`config.mk`:
```
export PLATFORM = sky130hd
export DESIGN_NAME = cpu_run_ctrl
export DESIGN_NICKNAME = d
export VERILOG_FILES = /design/src/rtl/cpu_run_ctrl.sv
export SDC_FILE = /design/constraint.sdc
export NUM_CORES = 1
export LEC_CHECK = 0
export ABC_AREA = 1
export CORE_AREA = 2 2 229 231
export DETAILED_ROUTE_END_ITERATION = 8
export DIE_AREA = 0 0 231 233
export GPL_TIMING_DRIVEN = 0
export PLACE_DENSITY = 0.63
export SLEW_MARGIN = 20
export SYNTH_ARGS = -nofsm -noshare
export SYNTH_HDL_FRONTEND = slang
export SYNTH_SLANG_ARGS = --single-unit
```
`constraint.sdc`:
```
create_clock -name clk -period 2.1 [get_ports clk]
set_input_delay 0.525 -clock clk [delete_from_list [all_inputs] [get_ports clk]]
set_output_delay 0.525 -clock clk [all_outputs]
set_load 0.005 [all_outputs]
```
`src/rtl/cpu_run_ctrl.sv`:
```
`default_nettype none
// cpu_run_ctrl: host sequencer that loads program/data images, runs the cpu until HALT_MAGIC or budget, then reads back dmem.
// Revision 1.0
module cpu_run_ctrl #(
  parameter int unsigned IMEM_WORDS   = 512,
  parameter int unsigned DMEM_WORDS   = 1024,
  parameter logic [63:0] MAILBOX_ADDR = 64'h1FF8,
  parameter logic [63:0] HALT_MAGIC   = 64'h00000000DEADBEEF
) (
  input  logic        clk,
  input  logic        arst_n,
  input  logic        load_valid,
  output logic        load_ready,
  input  logic        load_target,
  input  logic        load_last,
  input  logic [63:0] load_data,
  input  logic        go,
  input  logic [31:0] cycle_limit,
  input  logic        clear,
  input  logic        rd_req,
  input  logic [63:0] rd_addr,
  output logic        rd_valid,
  output logic [63:0] rd_data,
  output logic        cpu_enable,
  output logic [63:0] addr_ext,
  output logic        wen_ext,
  output logic        ren_ext,
  output logic [31:0] wdata_ext,
  input  logic [31:0] rdata_ext,
  output logic [63:0] addr_ext_2,
  output logic        wen_ext_2,
  output logic        ren_ext_2,
  output logic [63:0] wdata_ext_2,
  input  logic [63:0] rdata_ext_2,
  output logic        busy,
  output logic        done,
  output logic        timeout,
  output logic        load_err,
  output logic [31:0] cycles_run
);

  localparam int IPW = $clog2(IMEM_WORDS + 1);
  localparam int DPW = $clog2(DMEM_WORDS + 1);
  localparam logic [IPW-1:0] C_IMEM_FULL = IPW'(IMEM_WORDS);
  localparam logic [DPW-1:0] C_DMEM_FULL = DPW'(DMEM_WORDS);

  typedef enum logic [2:0] {
    S_IDLE = 3'd0,
    S_LOAD = 3'd1,
    S_CLR  = 3'd2,
    S_RUN  = 3'd3,
    S_DONE = 3'd4
  } state_t;

  state_t         state, state_nx;
  logic [IPW-1:0] imem_ptr, imem_ptr_nx;
  logic [DPW-1:0] dmem_ptr, dmem_ptr_nx;
  logic           poll_pending, poll_nx;
  logic           rd_issue, rd_issue_nx;
  logic           rd_ret, rd_ret_nx;
  logic           beat, halt;

  logic        load_ready_nx, rd_valid_nx, cpu_enable_nx, busy_nx, done_nx;
  logic        timeout_nx, load_err_nx, wen_ext_nx, wen_ext_2_nx, ren_ext_2_nx;
  logic [63:0] rd_data_nx, addr_ext_nx, addr_ext_2_nx, wdata_ext_2_nx;
  logic [31:0] wdata_ext_nx, cycles_nx;

  // The imem ext read port is reserved; it is never strobed or consumed.
  logic unused_rdata;
  assign unused_rdata = ^rdata_ext;

  always_comb begin
    state_nx       = state;
    imem_ptr_nx    = imem_ptr;
    dmem_ptr_nx    = dmem_ptr;
    load_err_nx    = load_err;
    timeout_nx     = timeout;
    cycles_nx      = cycles_run;
    rd_data_nx     = rd_data;
    wen_ext_nx     = 1'b0;
    addr_ext_nx    = '0;
    wdata_ext_nx   = '0;
    wen_ext_2_nx   = 1'b0;
    ren_ext_2_nx   = 1'b0;
    addr_ext_2_nx  = '0;
    wdata_ext_2_nx = '0;
    rd_issue_nx    = 1'b0;
    rd_ret_nx      = rd_issue;
    rd_valid_nx    = rd_ret;
    poll_nx        = (state == S_RUN);
    beat           = load_valid && load_ready;
    halt           = poll_pending && (rdata_ext_2 == HALT_MAGIC);

    if (rd_ret) rd_data_nx = rdata_ext_2;

    case (state)
      S_IDLE, S_LOAD: begin
        if (beat) begin
          state_nx = load_last ? S_IDLE : S_LOAD;
          if (!load_target) begin
            if (imem_ptr == C_IMEM_FULL) begin
              load_err_nx = 1'b1;
            end else begin
              wen_ext_nx   = 1'b1;
              addr_ext_nx  = 64'(imem_ptr) << 2;
              wdata_ext_nx = load_data[31:0];
              imem_ptr_nx  = imem_ptr + IPW'(1);
            end
          end else begin
            if (dmem_ptr == C_DMEM_FULL) begin
              load_err_nx = 1'b1;
            end else begin
              wen_ext_2_nx   = 1'b1;
              addr_ext_2_nx  = 64'(dmem_ptr) << 3;
              wdata_ext_2_nx = load_data;
              dmem_ptr_nx    = dmem_ptr + DPW'(1);
            end
          end
        end else if (go && (state == S_IDLE)) begin
          state_nx = S_CLR;
        end
        if (clear) begin
          imem_ptr_nx = '0;
          dmem_ptr_nx = '0;
          load_err_nx = 1'b0;
        end
      end
      S_CLR: state_nx = S_RUN;
      S_RUN: begin
        // Halt is checked first so a simultaneous budget expiry does not flag timeout.
        if (halt) begin
          state_nx = S_DONE;
        end else if ((cycle_limit != 32'd0) && (cycles_run == cycle_limit - 32'd1)) begin
          state_nx   = S_DONE;
          timeout_nx = 1'b1;
        end
      end
      S_DONE: begin
        if (rd_req) begin
          ren_ext_2_nx  = 1'b1;
          addr_ext_2_nx = rd_addr;
          rd_issue_nx   = 1'b1;
        end
        if (clear) begin
          state_nx    = S_IDLE;
          imem_ptr_nx = '0;
          dmem_ptr_nx = '0;
          load_err_nx = 1'b0;
          timeout_nx  = 1'b0;
        end
      end
      default: state_nx = S_IDLE;
    endcase

    // Strobes are registered, so they key off the state being entered.
    if (state_nx == S_CLR) begin
      wen_ext_2_nx   = 1'b1;
      addr_ext_2_nx  = MAILBOX_ADDR;
      wdata_ext_2_nx = '0;
      cycles_nx      = '0;
    end
    if (state_nx == S_RUN) begin
      ren_ext_2_nx  = 1'b1;
      addr_ext_2_nx = MAILBOX_ADDR;
    end
    if (cpu_enable) cycles_nx = cycles_run + 32'd1;

    cpu_enable_nx = (state_nx == S_RUN);
    done_nx       = (state_nx == S_DONE);
    busy_nx       = (state_nx == S_LOAD) || (state_nx == S_CLR) || (state_nx == S_RUN);
    load_ready_nx = (state_nx == S_IDLE) || (state_nx == S_LOAD);
  end

  always_ff @(posedge clk or negedge arst_n) begin
    if (!arst_n) begin
      state        <= S_IDLE;
      imem_ptr     <= '0;
      dmem_ptr     <= '0;
      poll_pending <= 1'b0;
      rd_issue     <= 1'b0;
      rd_ret       <= 1'b0;
      load_ready   <= 1'b0;
      rd_valid     <= 1'b0;
      rd_data      <= '0;
      cpu_enable   <= 1'b0;
      addr_ext     <= '0;
      wen_ext      <= 1'b0;
      ren_ext      <= 1'b0;
      wdata_ext    <= '0;
      addr_ext_2   <= '0;
      wen_ext_2    <= 1'b0;
      ren_ext_2    <= 1'b0;
      wdata_ext_2  <= '0;
      busy         <= 1'b0;
      done         <= 1'b0;
      timeout      <= 1'b0;
      load_err     <= 1'b0;
      cycles_run   <= '0;
    end else begin
      state        <= state_nx;
      imem_ptr     <= imem_ptr_nx;
      dmem_ptr     <= dmem_ptr_nx;
      poll_pending <= poll_nx;
      rd_issue     <= rd_issue_nx;
      rd_ret       <= rd_ret_nx;
      load_ready   <= load_ready_nx;
      rd_valid     <= rd_valid_nx;
      rd_data      <= rd_data_nx;
      cpu_enable   <= cpu_enable_nx;
      addr_ext     <= addr_ext_nx;
      wen_ext      <= wen_ext_nx;
      ren_ext      <= 1'b0;
      wdata_ext    <= wdata_ext_nx;
      addr_ext_2   <= addr_ext_2_nx;
      wen_ext_2    <= wen_ext_2_nx;
      ren_ext_2    <= ren_ext_2_nx;
      wdata_ext_2  <= wdata_ext_2_nx;
      busy         <= busy_nx;
      done         <= done_nx;
      timeout      <= timeout_nx;
      load_err     <= load_err_nx;
      cycles_run   <= cycles_nx;
    end
  end

endmodule
`default_nettype wire

```
* Word level (Yosys, flattened, before mapping)
Index checks and enable logic that the tools add are counted.
** Storage, ports and cells
- Register bits :: 357
- Bits of input ports :: 264
** Operators by class
- Add/sub/neg operators :: 4
- Eq/ne operators :: 22
- Multiplexer cells :: 63
- Reductions and logical operators :: 18
** Operators with widths (number)
- $mux 64 :: 8
- $mux 32 :: 6
- $pmux 64 s2 :: 1
- $eq 64x32->1 const B :: 1
- $mux 11 :: 5
- $mux 10 :: 5
- $mux 12 :: 4
- $mux 14 :: 3
- $add 32x1->32 const B :: 1
- $eq 32x32->1 :: 1
- $reduce_bool 32->1 :: 1
- $sub 32x1->32 const B :: 1
- $pmux 11 s2 :: 1
- $mux 1 :: 21
- $pmux 10 s2 :: 1
- $mux 3 :: 5
- $ne 3x3->1 const B :: 5
- $reduce_and 5->1 :: 3
- $eq 3x2->1 const B :: 4
- $pmux 3 s4 :: 1
- $add 11x1->11 const B :: 1
- $eq 11x11->1 const B :: 1
- $add 10x1->10 const B :: 1
- $eq 10x10->1 const B :: 1
- 12 further kinds :: 25

* Depth between registers and ports, before layout
Gate-level depths: netlist (run 1).
- Depth in word-level cells :: 9
- Depth in mapped cells :: 18
- Gate-level depth less buffers :: 18

* Worst setup path after synthesis (run 1)
No wires, ideal clock.
- Path type :: input -> register
- Start point :: in cycle_limit[0]
- End point :: reg addr_ext_2[10]
- Setup time :: 153 ps
- Arrival time :: 2088 ps
- Data required time :: 1947 ps
- Setup slack :: -142 ps
- Cell stages on the path :: 16
- Buffers on the path :: 1
- Cells stage by stage :: inv_1 -> ha_1 -> nand2_2 -> nor2_8 -> nand2_4 -> nor2_4 -> nand3b_1 -> nand2_1 -> nand2_1 -> nor2_2 -> inv_2 -> nor2_2 -> nand2_2 -> nand3_4 -> buf_12 -> nand4_2
** Between the ends
- Word-level cells in the longest chain between the ends :: 9
** RTL lines
- start: declaration :: RTL line 18 : input logic [31:0] cycle_limit,
- $sub 32x1->32 :: RTL line 133 : end else if ((cycle_limit != 32'd0) && (cycles_run == cycle_limit - 32'd1)) begin
- $eq 32x32->1 :: RTL line 133
- $logic_and 1x1->1 (*) :: RTL line 133
- $mux 3 (*) :: RTL line 133
- $mux 3 (*) :: RTL line 131 : if (halt) begin
- $pmux 3 s4 (*) :: RTL line 96 : case (state)
- $eq 3x2->1 :: RTL line 156 : if (state_nx == S_CLR) begin
- $mux 64 :: RTL line 156
- $mux 64 (*) :: RTL line 162 : if (state_nx == S_RUN) begin
- named net addr_ext_2_nx[10] :: RTL line 65 : logic [63:0] rd_data_nx, addr_ext_nx, addr_ext_2_nx, wdata_ext_2_nx;
- end signal: assignment :: RTL line 214 : addr_ext_2 <= addr_ext_2_nx;
- end: declaration :: RTL line 30 : output logic [63:0] addr_ext_2,
The timed path passes the listed nets; every way through them passes the cells marked *.
A chain may end at the register's enable or synchronous reset.

* Final worst setup path (run 1)
- Start point :: reg cycles_run[0]
- End point :: reg cycles_run[23]
** Between the ends
- Word-level cells in the longest chain between the ends :: 7
** RTL lines
- start: declaration :: RTL line 39 : output logic [31:0] cycles_run
- start signal: assignment :: RTL line 222 : cycles_run <= cycles_nx;
- $eq 32x32->1 :: RTL line 133
- $logic_and 1x1->1 :: RTL line 133
- $mux 3 :: RTL line 133
- $mux 3 :: RTL line 131
- $pmux 3 s4 :: RTL line 96
- $eq 3x2->1 :: RTL line 156
- $reduce_bool 2->1 (no source line)
Several ways; a longest one is shown, not always the timed one.

==> metrics.cfg, run 1 <==
[cts]
cts.sinks=303
cts_tree=yes
cts_max_level=2
cts_buffers=38
clk_pin_slew_ps=60
root_buffer=clkbuf_16
clock_path_buffers=3
clk_latency_ps=540

[cells_and_area]
final_area_mm2=0.0221
nets=2418
final_cells=2859
area_growth_pct=61.7
drive_gt1_frac=0.199

[synth]
ys.warnings.count=0
synth.yosys.seq_area_share=0.554
ys_types=50
synth_edf_count=0
synth_top_area_cell=dfrtp_1
syn_area_per_cell_um2=9.17
yosys.cell_count.top_type=dfrtp_1
ys_async_sr_fraction=1.00
netlist.area_leader.share=0.554
synthTopCellsByArea=dfrtp_1 (55%), nor2_1 (7.8%), nand2_1 (6.6%), inv_1 (5.0%), mux2_2 (4.8%)
synth_common_cells=dfrtp_1 (303), nor2_1 (284), nand2_1 (240)
synth.cell_area_mm2=0.0137
synth_seq_cells=303
syn_inst=1492
ys.flop_type=dfrtp_1

[timing]
hold_viol_final=0
post-route-period-util=1.02
slew_viol_final=0
period_needed_ps=2150
max_slew.worst_pin.slew_ps=717
finalWorstSetupSlack_ps=-49.0
clock.fmax_ghz=0.465
slew_headroom=0.518
tns_ps=-159
skew_ps=14.4
rsz0062_at_grt=true
setup_viol=10

[floorplan]
coreArea_mm2=0.0511
die_area_mm2=0.0538
die_h_um=233
initial_core_util=0.268
rows=83
die_x_um=231
ios=595

[routing]
drtAntennaViolNets=0
drt_first_pass_iters=5
routed_wl_mm=50.3
wire_per_inst_um=17.6
drt_iter0_markers=581
via_per_inst=4.36
num_vias=12500
route.detailed.drc=0

[min_path]
hold_start=rd_ret
hold_path.class=reg2reg

[critical_path]
crit_arrival_ps=2580
crit_start=cycles_run[0]
critPathMaxFanout=7
r2r_setup_slack_ps=-50
r2r-end=cycles_run[23]
end_kind=flop
worst-setup-path-type=reg2reg
rr_worst_depth=11
cp-start-kind=flop
required_ps=2540
r2r_start=cycles_run[0]
cp-endpoint=cycles_run[23]

[place]
place_worst_setup_slack_ps=-1280
place_area_mm2=0.0199
place_congestion=0.899
dp_cells=2735
hpwl_mm=38.6
portBuffers=506

[pwr]
max-vdd-ir-drop_mv=0.700
p_leak_nw=10.2
power_density_mw_per_mm2=920

[job]
cap_violations=0

[global_routing]
grt_pass1_vias=12300
grt-ovfl-total=0
grt_use_total=0.179
grt_start_max_net_pins=94
grt_pass1_wl_mm=73.7
antenna_found_initial=9

[status]
status=finished, violations left
violations=negative setup slack

==> flip-flops by register name, indices dropped and copies added, names as in the netlist, 3 cells and up <==
name / count
wdata_ext: 32
addr_ext: 10
state: 3
cycles_run: 32
imem_ptr: 10
rd_data: 64
wdata_ext_2: 64
dmem_ptr: 11
addr_ext_2: 64
==> cell families after synthesis <==
group | synth area share
simple gates | 0.228
flops | 0.554
buf+inv | 0.0953
compound gates | 0.0444
mux | 0.0477
xor+xnor | 0.0243
fa+ha+maj | 0.00549
other cells | 0.000274
==> layout make-up <==
class,count,area [µm²]
antenna,3,7.51
buffer,96,613
clock buffer,57,1110
clock inverter,11,163
fill,4996,29000
inverter,189,716
multi-input combinational,957,5490
sequential,303,7620
tap,680,851
timing repair buffer,563,5540
==> power by group <==
group	internal [W]	switching, W	leakage (nW)
sequential	0.00666	0.000765	4.05
combinational	0.00306	0.00320	5.56
clock	0.00405	0.00261	0.620
==> worst max-delay path, stage by stage, from the launching register on <==
cell	delay [ps]
dfrtp_2	420
nand3_2	100
nor2_1	110
nand2_1	100
nor2_2	180
nand4_1	270
nor2_2	250
nand3_2	120
inv_2	100
buf_6	110
nor2_4	30
o32ai_2	260
==> worst min-delay path by stage <==
| stage | to | cells after the start |
|---|---|---|
| 2_1_floorplan | addr_ext[10] | 0 |
| 3_3_place_gp | rd_valid | 0 |
| 3_5_place_dp | rd_valid | 0 |
| 4_1_cts | rd_valid | 0 |
| 5_1_grt | rd_valid | 0 |
| 6_report | rd_valid | 0 |
==> metrics by stage <==
| step | hold WS [ps] | total power [W] | utilization |
|---|---|---|---|
| finish | 377 | 0.0203 | 0.433 |
| global route | 396 | 0.0215 | 0.433 |
| CTS | 378 | 0.0203 | 0.425 |
| detailed placement | 364 | 0.0130 | 0.390 |
| global placement | 363 | 0.0130 | 0.388 |
| floorplan | 229 | 0.00977 | - |
==> timing repair <==
action | CTS | global route
cloned | 1 | 0
resized for setup | 159 | 93
hold endpoints to repair | 53 | 0
hold buffers | 1 | 0
endpoints found under the setup margin | 190 | 127
setup buffers | 33 | 19
pin swaps | 40 | 38
==> layout by cell type, fill, tap and decap left out, drive strengths merged, types with 4 or more instances in the layout <==
master and count:
nor4 13, clkinv 9, dfrtp 303, nor2 304, dlymetal6s2s 4, o22ai 10
clkbuf 90, nand3b 6, a21oi 21, nand3 63, o32ai 9, o21ai 40
xor2 22, buf 130, or2 6, conb 55, clkdlybuf4s50 466, nor3 29
inv 187, ha 6, mux2 58, nand2 248, xnor2 16, dlygate4sd2 19
nand4 30, clkdlybuf4s15 6
==> per-layer routing <==
| metal | part of all wire | GRT usage | vias up |
|---|---|---|---|
| li1 | - | - | 5923 |
| met1 | 0.39 | 0.213 | 5969 |
| met2 | 0.50 | 0.305 | 460 |
| met3 | 0.083 | 0.0538 | 91 |
| met4 | 0.031 | 0.0627 | 12 |
| met5 | 0.0013 | 0 | - |
Note: power is estimated with default switching activity, not from simulation.
==> run 2, diff against run 1 <==
--- a/config.mk
+++ b/config.mk
@@ -6,11 +6,12 @@
 export NUM_CORES = 1
 export LEC_CHECK = 0
 export ABC_AREA = 1
-export CORE_AREA = 2 2 229 231
+export CORE_AREA = 2 2 232 234
 export DETAILED_ROUTE_END_ITERATION = 8
-export DIE_AREA = 0 0 231 233
+export DIE_AREA = 0 0 234 236
+export DONT_BUFFER_PORTS = 1
 export GPL_TIMING_DRIVEN = 0
-export PLACE_DENSITY = 0.63
+export PLACE_DENSITY = 0.47
 export SLEW_MARGIN = 20
 export SYNTH_ARGS = -nofsm -noshare
 export SYNTH_HDL_FRONTEND = slang
==> run 2 against run 1 <==
  * The run ends with negative hold slack left
  * Critical path depth is 2 higher
  * Sequential cell count stayed put
  * Wire length is 14% lower
==> metrics.cfg, run 2 (same netlist as run 1, synthesis figures left out) <==
[timing]
setup_viol=0  ; -10
skew_ps=23.2  ; +8.82 ps
period_needed_ps=2070  ; -74.6 ps
post-route-period-util=0.988  ; -0.0355
rsz0062_at_grt=true
slew_headroom=0.466  ; -0.0523
max_slew.worst_pin.slew_ps=795  ; +77.8 ps
slew_viol_final=0  ; unchanged
tns_ps=0  ; +159 ps
hold-worst-slack_ps=-316  ; -693 ps
clock.fmax_ghz=0.482  ; +3.6%
hold_viol_final=303  ; +303

[global_routing]
grt_pass1_vias=10100  ; -18%
grt-ovfl-total=0  ; unchanged
grt_start_max_net_pins=304  ; +220%
grt_use_total=0.149  ; -0.0299
grt_pass1_wl_mm=62.6  ; -15%
antenna_found_initial=2  ; -7

[critical_path]
worst-setup-path-type=reg2reg
required_ps=2490  ; -50 ps
critPathMaxFanout=7  ; unchanged
cp-start-kind=flop
end_kind=flop
crit_arrival_ps=2460  ; -120 ps

[routing]
wire_per_inst_um=18.6  ; +5.4%
routed_wl_mm=43.1  ; -14%
drtAntennaViolNets=0  ; unchanged
drt_iter0_markers=595  ; +2.4%
via_per_inst=4.42  ; +1.6%
route.detailed.drc=0  ; unchanged
num_vias=10300  ; -18%
drt_first_pass_iters=5  ; unchanged

[cells_and_area]
nets=1870  ; -23%
reg.largest.list=addr_ext_2: 64 flops, rd_data: 64 flops, wdata_ext_2: 64 flops
nFillCells=5535  ; +11%
final_common_cell=dfrtp_1
mostFrequentLayoutCells=dfrtp_1 (294), nor2_1 (270), nand2_1 (231)
area_growth_pct=20.1
drive_gt1_frac=0.193  ; -0.00683
num_antenna_cells=0  ; -3

[floorplan]
initial_core_util=0.258  ; -0.00997
die_x_um=234  ; +1.3%
die_h_um=236  ; +1.3%
die_area_mm2=0.0552  ; +2.6%
coreArea_mm2=0.0531  ; +3.9%
ios=595  ; unchanged
rows=85  ; +2.4%

[cts]
root_buffer=clkbuf_16
clk_latency_ps=530  ; about the same
cts_tree=yes
cts_max_level=2  ; unchanged
clock_path_buffers=3  ; unchanged
cts.sinks=303  ; unchanged
cts_buffers=35  ; -7.9%
clk_pin_slew_ps=70  ; about the same

[place]
hpwl_mm=33.2  ; -14%
place_congestion=0.922  ; +2.5%
portBuffers=0  ; -100%

[job]
cap_violations=0  ; unchanged

[pwr]
power_frac_comb=0.204  ; -0.104
p_int_w=0.0119  ; -13%
max-vdd-ir-drop_mv=0.544  ; -22%
p_seq_frac=0.434  ; +0.069
switching_share=0.326  ; +0.00337
power.switching_w=0.00578  ; -12%
p_clk_frac=0.362  ; +0.035
p_leak_nw=7.97  ; -22%
power_density_mw_per_mm2=1080  ; +17%

[min_path]
hold_path.class=in2async

[status]
violations=negative hold slack
status=finished, violations left

-- run 2: stage by stage --
step | area [µm²] | setup WS [ps] | utilization | instances | power (W)
2_1_floorplan | 13900 | 15.5 | - | 1546 | 0.00977
6_report | 16400 | 25.6 | 0.310 | 2321 | 0.0177
3_5_place_dp | 14800 | -887 | 0.278 | 2242 | 0.0110
3_3_place_gp | 14800 | -1450 | 0.278 | 2242 | 0.0110
4_1_cts | 16200 | -0.478 | 0.305 | 2315 | 0.0177
5_1_grt | 16400 | -145 | 0.310 | 2321 | 0.0187
-- run 2: worst paths after layout --
check	depth (start not counted)	slack [ps]	start	endpoint
max reg2reg	13	30	cycles_run[3]	addr_ext_2[12]
min in group clk	2	90	load_data[40]	wdata_ext_2[40]
max	13	30	cycles_run[3]	addr_ext_2[12]
min	0	-320	arst_n	addr_ext_2[59]
min reg2reg	0	370	rd_issue	rd_ret
max in group asynchronous	0	1850	arst_n	load_ready
-- run 2: power groups by stage --
stage | sequential [W] | combinational, W | clock (W)
after floorplan | 0.00730 | 0.00248 | 0
after global placement | 0.00778 | 0.00319 | 0
after detailed placement | 0.00777 | 0.00323 | 0
after CTS | 0.00771 | 0.00338 | 0.00661
after global routing | 0.00780 | 0.00405 | 0.00688
final | 0.00769 | 0.00362 | 0.00642
-- run 2: critical path, cell delays in order, from the launching register on --
cell     delay (ps)
dfrtp_2         460
xnor2_1         210
nor2_1           60
nor2_1          130
nand3_1          90
nor2_1          110
nand2_1         110
nor2_2          110
nand3_2         130
inv_2            80
nand2_2          70
nand3_4         140
buf_12          160
nand4_2          80
-- run 2: per-layer routing --
layer	wire (µm)	GRT usage	vias up	part of all wire
li1	-	-	4802	-
met1	17600	0.189	4973	0.41
met2	20400	0.241	428	0.47
met3	4080	0.0474	61	0.095
met4	935	0.0435	4	0.022
met5	30	0	-	0.00070
-- run 2: area by class of cell --
| type | count | area [µm²] | share of cell area |
|---|---|---|---|
| clock inverters | 17 | 236 | 0.0144 |
| inverters | 189 | 719 | 0.0438 |
| flip-flops and latches | 303 | 7590 | 0.462 |
| repair buffers | 18 | 153 | 0.00929 |
| multi-input cells | 957 | 5260 | 0.320 |
| plain buffers | 96 | 629 | 0.0383 |
| clock buffers | 45 | 975 | 0.0593 |
| well taps | 696 | 871 | 0.0530 |
-- run 2: timing repair --
item	in CTS	in global routing
resized for setup	37	63
pin swaps	9	8
cloned	0	1
endpoints found under the hold margin	303	303
setup endpoints to repair	164	146
buffers inserted	12	5
==> run 3, diff against run 2 <==
--- a/config.mk
+++ b/config.mk
@@ -6,6 +6,7 @@
 export NUM_CORES = 1
 export LEC_CHECK = 0
 export ABC_AREA = 1
+export CAP_MARGIN = 10
 export CORE_AREA = 2 2 232 234
 export DETAILED_ROUTE_END_ITERATION = 8
 export DIE_AREA = 0 0 234 236
==> results of run 3 <==
The final DEF is identical to that of run 2; final timing and power are the same.
